===== src/rtl/bp_cce_pkg.sv =====
// rtl/bp_cce_pkg.sv - shared types and helpers for the CCE config-link microcode loader
package bp_cce_pkg;

  typedef enum logic [1:0] {
    e_cfg_write,
    e_cfg_rd_req,
    e_cfg_rd_resp,
    e_cfg_done
  } bp_cce_cfg_loader_state_e;

  // Counter field width that never collapses to zero bits when only one value exists.
  function automatic int field_width(input int n);
    return (n > 1) ? $clog2(n) : 1;
  endfunction

endpackage


===== src/rtl/bp_cce_cfg_beat_slicer.sv =====
// rtl/bp_cce_cfg_beat_slicer.sv - picks one config-link beat out of an instruction plus its compare mask
module bp_cce_cfg_beat_slicer
  import bp_cce_pkg::*;
#(
  parameter int inst_width_p = 48,
  parameter int data_width_p = 32,
  parameter int beats_p      = (inst_width_p + data_width_p - 1) / data_width_p,
  parameter int beat_w_p     = field_width(beats_p)
) (
  input  logic [inst_width_p-1:0] inst,
  input  logic [beat_w_p-1:0]     beat,
  output logic [data_width_p-1:0] data,
  output logic [data_width_p-1:0] mask
);

  localparam int padded_w_lp = beats_p * data_width_p;
  localparam int last_w_lp   = inst_width_p - (beats_p - 1) * data_width_p;

  // The final beat carries only the instruction's top bits; the rest is zero padding.
  always_comb begin
    data = data_width_p'(padded_w_lp'(inst) >> (int'(beat) * data_width_p));
    mask = (int'(beat) == beats_p - 1) ? ({data_width_p{1'b1}} >> (data_width_p - last_w_lp))
                                       : {data_width_p{1'b1}};
  end

endmodule


===== src/rtl/bp_cce_nonsynth_cfg_multi_loader.sv =====
// rtl/bp_cce_nonsynth_cfg_multi_loader.sv - boot ROM to CCE instruction RAM loader with broadcast and verify
// Streams each instruction as config-link beats to every CCE, optionally reads back and compares.
module bp_cce_nonsynth_cfg_multi_loader
  import bp_cce_pkg::*;
#(
  parameter int inst_width_p          = 48,
  parameter int inst_ram_addr_width_p = 8,
  parameter int inst_ram_els_p        = 256,
  parameter int cfg_link_addr_width_p = 16,
  parameter int cfg_link_data_width_p = 32,
  parameter int num_cce_p             = 2,
  parameter bit broadcast_p           = 1'b0,
  parameter bit verify_p              = 1'b1
) (
  input  logic                                              clk_i,
  input  logic                                              reset_n_i,
  output logic [num_cce_p-1:0]                              freeze_o,
  output logic                                              done_o,
  output logic                                              error_o,
  output logic [15:0]                                       mismatch_cnt_o,
  output logic [inst_ram_addr_width_p-1:0]                  boot_rom_addr_o,
  input  logic [inst_width_p-1:0]                           boot_rom_data_i,
  output logic [num_cce_p*(cfg_link_addr_width_p-1)-1:0]    config_addr_o,
  output logic [num_cce_p*cfg_link_data_width_p-1:0]        config_data_o,
  output logic [num_cce_p-1:0]                              config_v_o,
  output logic [num_cce_p-1:0]                              config_w_o,
  input  logic [num_cce_p-1:0]                              config_ready_i,
  input  logic [num_cce_p*cfg_link_data_width_p-1:0]        config_data_i,
  input  logic [num_cce_p-1:0]                              config_v_i,
  output logic [num_cce_p-1:0]                              config_ready_o
);

  localparam int beats_lp  = (inst_width_p + cfg_link_data_width_p - 1) / cfg_link_data_width_p;
  localparam int beat_w_lp = field_width(beats_lp);
  localparam int ch_w_lp   = field_width(num_cce_p);
  localparam int addr_w_lp = cfg_link_addr_width_p - 1;
  localparam int dw_lp     = cfg_link_data_width_p;

  bp_cce_cfg_loader_state_e state_q, state_n;
  logic [inst_ram_addr_width_p-1:0] idx_q, idx_n, idx_adv;
  logic [beat_w_lp-1:0] beat_q, beat_n, beat_adv;
  logic [ch_w_lp-1:0]   ch_q, ch_n, ch_adv;
  logic [num_cce_p-1:0] ack_q, ack_n, active, fire, mism;
  logic [15:0]          cnt_q, cnt_n;
  logic                 error_q, error_n;
  logic [16:0]          cnt_sum;
  logic                 last_beat, last_idx, last_ch, final_beat, all_done;
  logic [dw_lp-1:0]     beat_data, beat_mask;
  logic [addr_w_lp-1:0] addr;

  bp_cce_cfg_beat_slicer #(
    .inst_width_p(inst_width_p),
    .data_width_p(dw_lp),
    .beats_p     (beats_lp),
    .beat_w_p    (beat_w_lp)
  ) slicer (
    .inst(boot_rom_data_i),
    .beat(beat_q),
    .data(beat_data),
    .mask(beat_mask)
  );

  assign last_beat  = (beat_q == beat_w_lp'(beats_lp - 1));
  assign last_idx   = (idx_q == inst_ram_addr_width_p'(inst_ram_els_p - 1));
  assign last_ch    = broadcast_p || (ch_q == ch_w_lp'(num_cce_p - 1));
  assign final_beat = last_beat && last_idx && last_ch;
  assign active     = broadcast_p ? '1 : (num_cce_p'(1) << ch_q);
  assign addr       = addr_w_lp'({idx_q, beat_q});

  // Beat is the fastest-moving counter, then instruction index, then channel.
  always_comb begin
    beat_adv = beat_q + 1'b1;
    idx_adv  = idx_q;
    ch_adv   = ch_q;
    if (last_beat) begin
      beat_adv = '0;
      idx_adv  = idx_q + 1'b1;
      if (last_idx) begin
        idx_adv = '0;
        if (!broadcast_p) ch_adv = ch_q + 1'b1;
      end
    end
  end

  always_comb begin
    state_n        = state_q;
    idx_n          = idx_q;
    beat_n         = beat_q;
    ch_n           = ch_q;
    error_n        = error_q;
    config_v_o     = '0;
    config_w_o     = '0;
    config_ready_o = '0;
    fire           = '0;
    mism           = '0;
    cnt_sum        = {1'b0, cnt_q};
    all_done       = 1'b0;
    unique case (state_q)
      e_cfg_write, e_cfg_rd_req: begin
        // ack_q holds channels that already took this beat so they are not asked again.
        config_v_o = active & ~ack_q;
        if (state_q == e_cfg_write) config_w_o = config_v_o;
        fire     = config_v_o & config_ready_i;
        all_done = &(ack_q | fire | ~active);
      end
      e_cfg_rd_resp: begin
        config_ready_o = active & ~ack_q;
        fire           = config_ready_o & config_v_i;
        for (int c = 0; c < num_cce_p; c++) begin
          mism[c] = fire[c] && |((config_data_i[c*dw_lp +: dw_lp] ^ beat_data) & beat_mask);
          cnt_sum = cnt_sum + 17'(mism[c]);
        end
        all_done = &(ack_q | fire | ~active);
      end
      default: ;
    endcase
    cnt_n = cnt_sum[16] ? 16'hFFFF : cnt_sum[15:0];
    if (|mism) error_n = 1'b1;
    ack_n = all_done ? '0 : (ack_q | fire);
    if (all_done) begin
      if (state_q == e_cfg_rd_req) begin
        state_n = e_cfg_rd_resp;
      end else begin
        beat_n = beat_adv;
        idx_n  = idx_adv;
        ch_n   = ch_adv;
        if (state_q == e_cfg_rd_resp) state_n = e_cfg_rd_req;
        if (final_beat) begin
          beat_n  = '0;
          idx_n   = '0;
          ch_n    = '0;
          state_n = (state_q == e_cfg_write && verify_p) ? e_cfg_rd_req : e_cfg_done;
        end
      end
    end
    if (!reset_n_i) begin
      config_v_o     = '0;
      config_w_o     = '0;
      config_ready_o = '0;
    end
  end

  always_ff @(posedge clk_i) begin
    if (!reset_n_i) begin
      state_q <= e_cfg_write;
      idx_q   <= '0;
      beat_q  <= '0;
      ch_q    <= '0;
      ack_q   <= '0;
      cnt_q   <= '0;
      error_q <= 1'b0;
    end else begin
      state_q <= state_n;
      idx_q   <= idx_n;
      beat_q  <= beat_n;
      ch_q    <= ch_n;
      ack_q   <= ack_n;
      cnt_q   <= cnt_n;
      error_q <= error_n;
    end
  end

  assign freeze_o        = (reset_n_i && state_q == e_cfg_done) ? '0 : '1;
  assign done_o          = reset_n_i && (state_q == e_cfg_done);
  assign error_o         = reset_n_i && error_q;
  assign mismatch_cnt_o  = cnt_q;
  assign boot_rom_addr_o = reset_n_i ? idx_q : '0;
  assign config_addr_o   = reset_n_i ? {num_cce_p{addr}} : '0;
  assign config_data_o   = reset_n_i ? {num_cce_p{beat_data}} : '0;

endmodule


===== config.mk =====
export PLATFORM = sky130hd
export DESIGN_NAME = bp_cce_nonsynth_cfg_multi_loader
export DESIGN_NICKNAME = d
export VERILOG_FILES = /design/src/rtl/bp_cce_pkg.sv /design/src/rtl/bp_cce_cfg_beat_slicer.sv /design/src/rtl/bp_cce_nonsynth_cfg_multi_loader.sv
export SDC_FILE = /design/constraint.sdc
export NUM_CORES = 1
export LEC_CHECK = 0
export CORE_MARGIN = 2
export CORE_UTILIZATION = 40
export CTS_CLUSTER_DIAMETER = 120
export DETAILED_ROUTE_END_ITERATION = 12
export GPL_TIMING_DRIVEN = 0
export PLACE_DENSITY = 0.88
export SYNTH_ARGS = -nofsm -noshare
export SYNTH_HDL_FRONTEND = slang
export SYNTH_SLANG_ARGS = --single-unit

===== constraint.sdc =====
create_clock -name clk_i -period 5.1 [get_ports clk_i]
set_input_delay 0.765 -clock clk_i [delete_from_list [all_inputs] [get_ports clk_i]]
set_output_delay 0.765 -clock clk_i [all_outputs]
set_load 0.1 [all_outputs]

; ---- Word-level counts from Yosys, hierarchy flattened
; Index checks and enable logic that the tools add are counted.
[classes]
add_sub_neg = 5
n_eq_ne = 4
n_shift = 2
muxes = 29
bitwise = 16
reduce_logical = 22
[op_table]
columns = cell, count
row1 = $and 32x32->32, 2
row2 = $mux 64, 1
row3 = $reduce_or 32->1, 2
row4 = $xor 32x32->32, 2
row5 = $shr 48x6->32, 1
row6 = $mux 32, 1
row7 = $mux 8, 4
row8 = $mux 2, 13
row9 = $mux 24, 1
row10 = $add 16x1->17, 1
row11 = $add 17x1->17, 1
row12 = $mux 17, 1
row13 = $mux 16, 1
row14 = $or 2x2->2, 5
row15 = $add 8x1->8 const B, 1
row16 = $eq 8x8->1 const B, 1
row17 = $reduce_and 2->1, 4
row18 = $and 2x2->2, 3
row19 = $logic_and 1x1->1, 6
row20 = $reduce_bool 2->1, 3
row21 = $reduce_or 2->1, 3
row22 = $mux 1, 5
row23 = $eq 2x2->1 const B, 2
row24 = $not 2->2, 2
row25 = other kinds (10), 12
[word_totals]
reg_bits = 31
inputBits = 118

; ---- Logic depth before layout (Yosys ltp)
; Gate-level depths: netlist of the first run.
[logic_depth]
depth_word = 9
depth_mapped = 15

; ---- Cells and area by module
; A second synthesis of the first run with hierarchy kept.
[unflattened]
hier_cells = 461
area_unflattened_um2 = 3763.6
[modules_own_cells]
columns = mod, instances, cells_each, area_per_inst_um2, seq_area_each_um2
row1 = bp_cce_nonsynth_cfg_multi_loader, 1, 392, 3146.8, 620.6
row2 = bp_cce_cfg_beat_slicer, 1, 69, 616.8, 0.0

; ---- Worst setup path before layout of the first run
; Ideal clock, no wire load.
[synth_timing]
path_kind = in2out
start = input port reset_n_i
end = output port config_w_o[0]
arrival_ns = 3.678
t_required_ns = 4.335
slack_ns = 0.657
cell_stages = 2
n_path_buf = 0
cell_sequence = nand2b_1 nor4_1
[synth_between]
elab_chain_len = 1
[synth_rtl]
columns = item, line
row1 = start: declaration, bp_cce_nonsynth_cfg_multi_loader.sv:16  ; input logic reset_n_i,
row2 = $mux 2, bp_cce_nonsynth_cfg_multi_loader.sv:136  ; if (!reset_n_i) begin
row3 = end: declaration, bp_cce_nonsynth_cfg_multi_loader.sv:26  ; output logic [num_cce_p-1:0] config_w_o,
; No other way between the ends.

; ---- Final worst setup path of the first run
[layout_timing]
start = input port reset_n_i
end = output port config_data_o[59]
[layout_between]
elab_chain_len = 1
[layout_rtl]
columns = item, line
row1 = $mux 64, bp_cce_nonsynth_cfg_multi_loader.sv:169  ; assign config_data_o = reset_n_i ? {num_cce_p{beat_data}} : '0;
row2 = end: declaration, bp_cce_nonsynth_cfg_multi_loader.sv:24  ; output logic [num_cce_p*cfg_link_data_width_p-1:0] config_data_o,
; No other way between the ends.

==> flow_metrics.tcl, run 1 <==
set metrics [dict create \
    std_cell_rows 34 \
    antenna_found_initial 0 \
    portBuffers 233 \
    leakage_nw 2.44 \
    die_h_um 99.8 \
    hpwlAfterDp_um 11300 \
    cts_setup_buffers 0 \
    initial_core_util_pct 41.7 \
    met2_length_um 7160 \
    slowest_delay_ps 1120 \
    vdd_drop_max_mv 0.164 \
    synth_top_cells_by_count "63 x buf_4, 58 x nor2_1, 56 x xor2_1" \
    endpoint_kind "output port" \
    yosys_most_used_dff "dfxtp_1" \
    ys_types 54 \
    grt_overflow 0 \
    die_x_um 99.8 \
    ant_nets 0 \
    yosysWarnings 0 \
    insertion_delay_ps 290 \
    r2r_slack_ps 1560 \
    yosys.area.top_type "dfxtp_1" \
    stdcell_count 832 \
    critPathArrivalTime_ps 3860 \
    cts_tree "yes" \
    final_hold_viol_count 0 \
    finClkSkew_ps 12.0 \
    wl_met3_um 989 \
    pwr-share-seq_pct 18.9 \
    avgSynthCellArea_um2 7.78 \
    final-max-slew-violation-count 0 \
    cts_resized 0 \
    track_usage_pct 26.4 \
    antenna_cells 0 \
    max_freq_mhz 216 \
    m1WireLength_um 5400 \
    fillers 666 \
    first_iter_violations 166 \
    clock_tree.root_cell "clkbuf_8" \
    post-place-cells 824 \
    die_area_um2 9960 \
    ys_ff_latch 31 \
    first_pass_iters 4 \
    setup_tns_ps 0 \
    clk_pin_slew_ps 70 \
    hold_path.class "reg -> reg" \
    design.core.area_um2 8810 \
    grt_pass1_vias 4464 \
    rsz0062_at_grt "no" \
    finalPower_mw 1.31 \
    swShare_pct 48.9 \
    crit_chain "clkdlybuf4s50_1 > inv_1 > nor2_1 > clkbuf_1 > and2_1 > buf_4 > clkdlybuf4s50_1" \
    combPwrFrac_pct 61.8 \
    worst-path-stages 7 \
    holdPathStages 2 \
    max_slew_margin_pct 31.7 \
    gp_congestion 0.908 \
    drive_gt1_share_pct 15.3 \
    cpMostUsedCell "clkdlybuf4s50_1" \
    cts_buffer_depth 2 \
    yosysMostFrequentCell "buf_4" \
    path_delay_family "buffers and inverters" \
    crit_path_start_kind "input port" \
    r2r_cells 14 \
    setup_violations 0 \
    cp_slowest_cell "clkdlybuf4s50_1" \
    period_minus_slack_ps 4630 \
    power_density_nw_per_um2 208 \
    wire_per_inst_um 16.5 \
    async_flop_share_pct 0 \
    clock_power_share_pct 19.3 \
    hp-start "ack_q[1]" \
    worstPathRequired_ps 4340 \
    power_switching_uw 642 \
    min_to "ack_q[1]" \
    num_vias 4311 \
    totalWireLength_um 13800 \
    syn-cell-area_um2 3670 \
    r2r-end "mismatch_cnt_o[4]" \
    final_util_pct 71.5 \
    grt_max_degree 11 \
    fin_crit_sh_pct 90.7 \
    ctsHoldBuffers 0 \
    status "complete, no violations" \
    cts.sinks 31 \
    routed_via_density 5.18 \
    reg2reg_from "beat_q" \
    cts_buffers 5 \
    tightest_slew_ps 1020 \
    p_int_uw 670 \
    grt_first_pass_wirelength_um 21400 \
    cp_max_fo 10 \
    crit_buf_inv 5 \
    yosysSeqAreaShare_pct 16.9 \
    syn_to_final_growth_pct 71.5 \
    syn_inst 472 \
    io_pins 246 \
    synth_area_leaders "dfxtp_1 17%, xor2_1 13%, buf_4 13%" \
    crit_type "in -> out" \
    drc 0 \
    synth_edf_count 0 \
    top_layer "met4" \
    maxCapViolations 0 \
    cts_max_level 2 \
    nets 844 \
    yosys.area.top_type_share_pct 16.9 \
]
## logic make-up after synthesis
family,after synthesis,share of synthesized area (%)
flip-flops,31,16.9
AO/OA/AOI/OAI,58,12.4
XOR/XNOR,67,16.0
other,1,0.102
multiplexers,16,5.08
AND/OR/NAND/NOR,211,31.6
buffers and inverters,85,16.6
adder cells (fa/ha/maj),3,1.23
## layout by cell type (no fill, tap or decap), types with 11 or more instances in the layout
master / Yosys / final
nor3_1: 34 / 34
clkdlybuf4s50_1: 0 / 233
and2_1: 24 / 24
nand4_1: 11 / 11
a21oi_1: 17 / 17
nor2_1: 58 / 58
buf_4: 63 / 63
conb_1: 1 / 12
xnor2_1: 11 / 11
nand3_1: 12 / 12
nand2_1: 30 / 30
dfxtp_1: 31 / 31
xor2_1: 56 / 56
## metal layers
layer | track usage [%] | up-vias
li1 | - | 2084
met1 | 31.0 | 1989
met2 | 48.7 | 217
met3 | 5.01 | 21
met4 | 7.38 | 0
met5 | 0 | -
## worst max path at each step
stage	end	from
CTS	config_data_o[59]	reset_n_i
floorplan	config_w_o[0]	reset_n_i
detailed placement	config_data_o[59]	reset_n_i
global placement	config_data_o[59]	reset_n_i
finish	config_data_o[59]	reset_n_i
global route	config_data_o[54]	reset_n_i
## flip-flops by register name, summed over array words and instances, names as in the netlist
signal          cells
error_q             1
ch_q                1
ack_q               2
beat_q              1
state_q             2
idx_q               8
mismatch_cnt_o     16
## per-stage QoR
step                setup slack [ps]  hold slack (ps)  instance area (um2)
CTS                              460              508                 6300
finish                           473              515                 6300
global placement                 493              468                 6180
detailed placement               460              488                 6180
floorplan                        657              441                 3710
global route                     300              546                 6300
## layout make-up
type / count / area (um2) / area share, %
multi-input combinational: 367 / 2480 / 39.4
timing repair buffer: 233 / 2330 / 37.0
sequential: 31 / 621 / 9.85
buffer: 80 / 592 / 9.40
tap: 108 / 135 / 2.15
clock buffer: 6 / 82.6 / 1.31
clock inverter: 2 / 35.0 / 0.556
inverter: 5 / 18.8 / 0.298
## power groups by stage
stage / clock network, mW / registers (mW) / logic [mW]
4_1_cts: 0.254 / 0.248 / 0.811
2_1_floorplan: 0 / 0.252 / 0.573
5_1_grt: 0.266 / 0.248 / 0.844
3_3_place_gp: 0 / 0.253 / 0.798
3_5_place_dp: 0 / 0.253 / 0.808
6_report: 0.253 / 0.248 / 0.812
## worst register-to-register path, delay by kind of cell (launching register included)
family / cells / cell delay [ps]
AND/OR/NAND/NOR: 5 / 1100
XOR/XNOR: 1 / 190
flip-flops: 1 / 320
buffers and inverters: 3 / 510
adder cells (fa/ha/maj): 2 / 700
AO/OA/AOI/OAI: 2 / 260
multiplexers: 1 / 340
Power figures use the tool's default switching activity.
==> inputs of run 2 (changes only) <==
--- a/config.mk
+++ b/config.mk
@@ -10,7 +10,9 @@
 export CTS_CLUSTER_DIAMETER = 120
 export DETAILED_ROUTE_END_ITERATION = 12
 export GPL_TIMING_DRIVEN = 0
+export HOLD_SLACK_MARGIN = 0.05
 export PLACE_DENSITY = 0.88
+export SKIP_LAST_GASP = 1
 export SYNTH_ARGS = -nofsm -noshare
 export SYNTH_HDL_FRONTEND = slang
 export SYNTH_SLANG_ARGS = --single-unit
==> results of run 2 <==
Final layout, timing and power as in run 1 (identical DEF).
==> inputs of run 3 (changes only) <==
--- a/config.mk
+++ b/config.mk
@@ -7,12 +7,13 @@
 export LEC_CHECK = 0
 export CORE_MARGIN = 2
 export CORE_UTILIZATION = 40
-export CTS_CLUSTER_DIAMETER = 120
+export CTS_CLUSTER_DIAMETER = 80
 export DETAILED_ROUTE_END_ITERATION = 12
 export GPL_TIMING_DRIVEN = 0
 export HOLD_SLACK_MARGIN = 0.05
 export PLACE_DENSITY = 0.88
 export SKIP_LAST_GASP = 1
+export SLEW_MARGIN = 20
 export SYNTH_ARGS = -nofsm -noshare
 export SYNTH_HDL_FRONTEND = slang
 export SYNTH_SLANG_ARGS = --single-unit
==> results of run 3 <==
Final layout, timing and power as in run 1 (identical DEF).
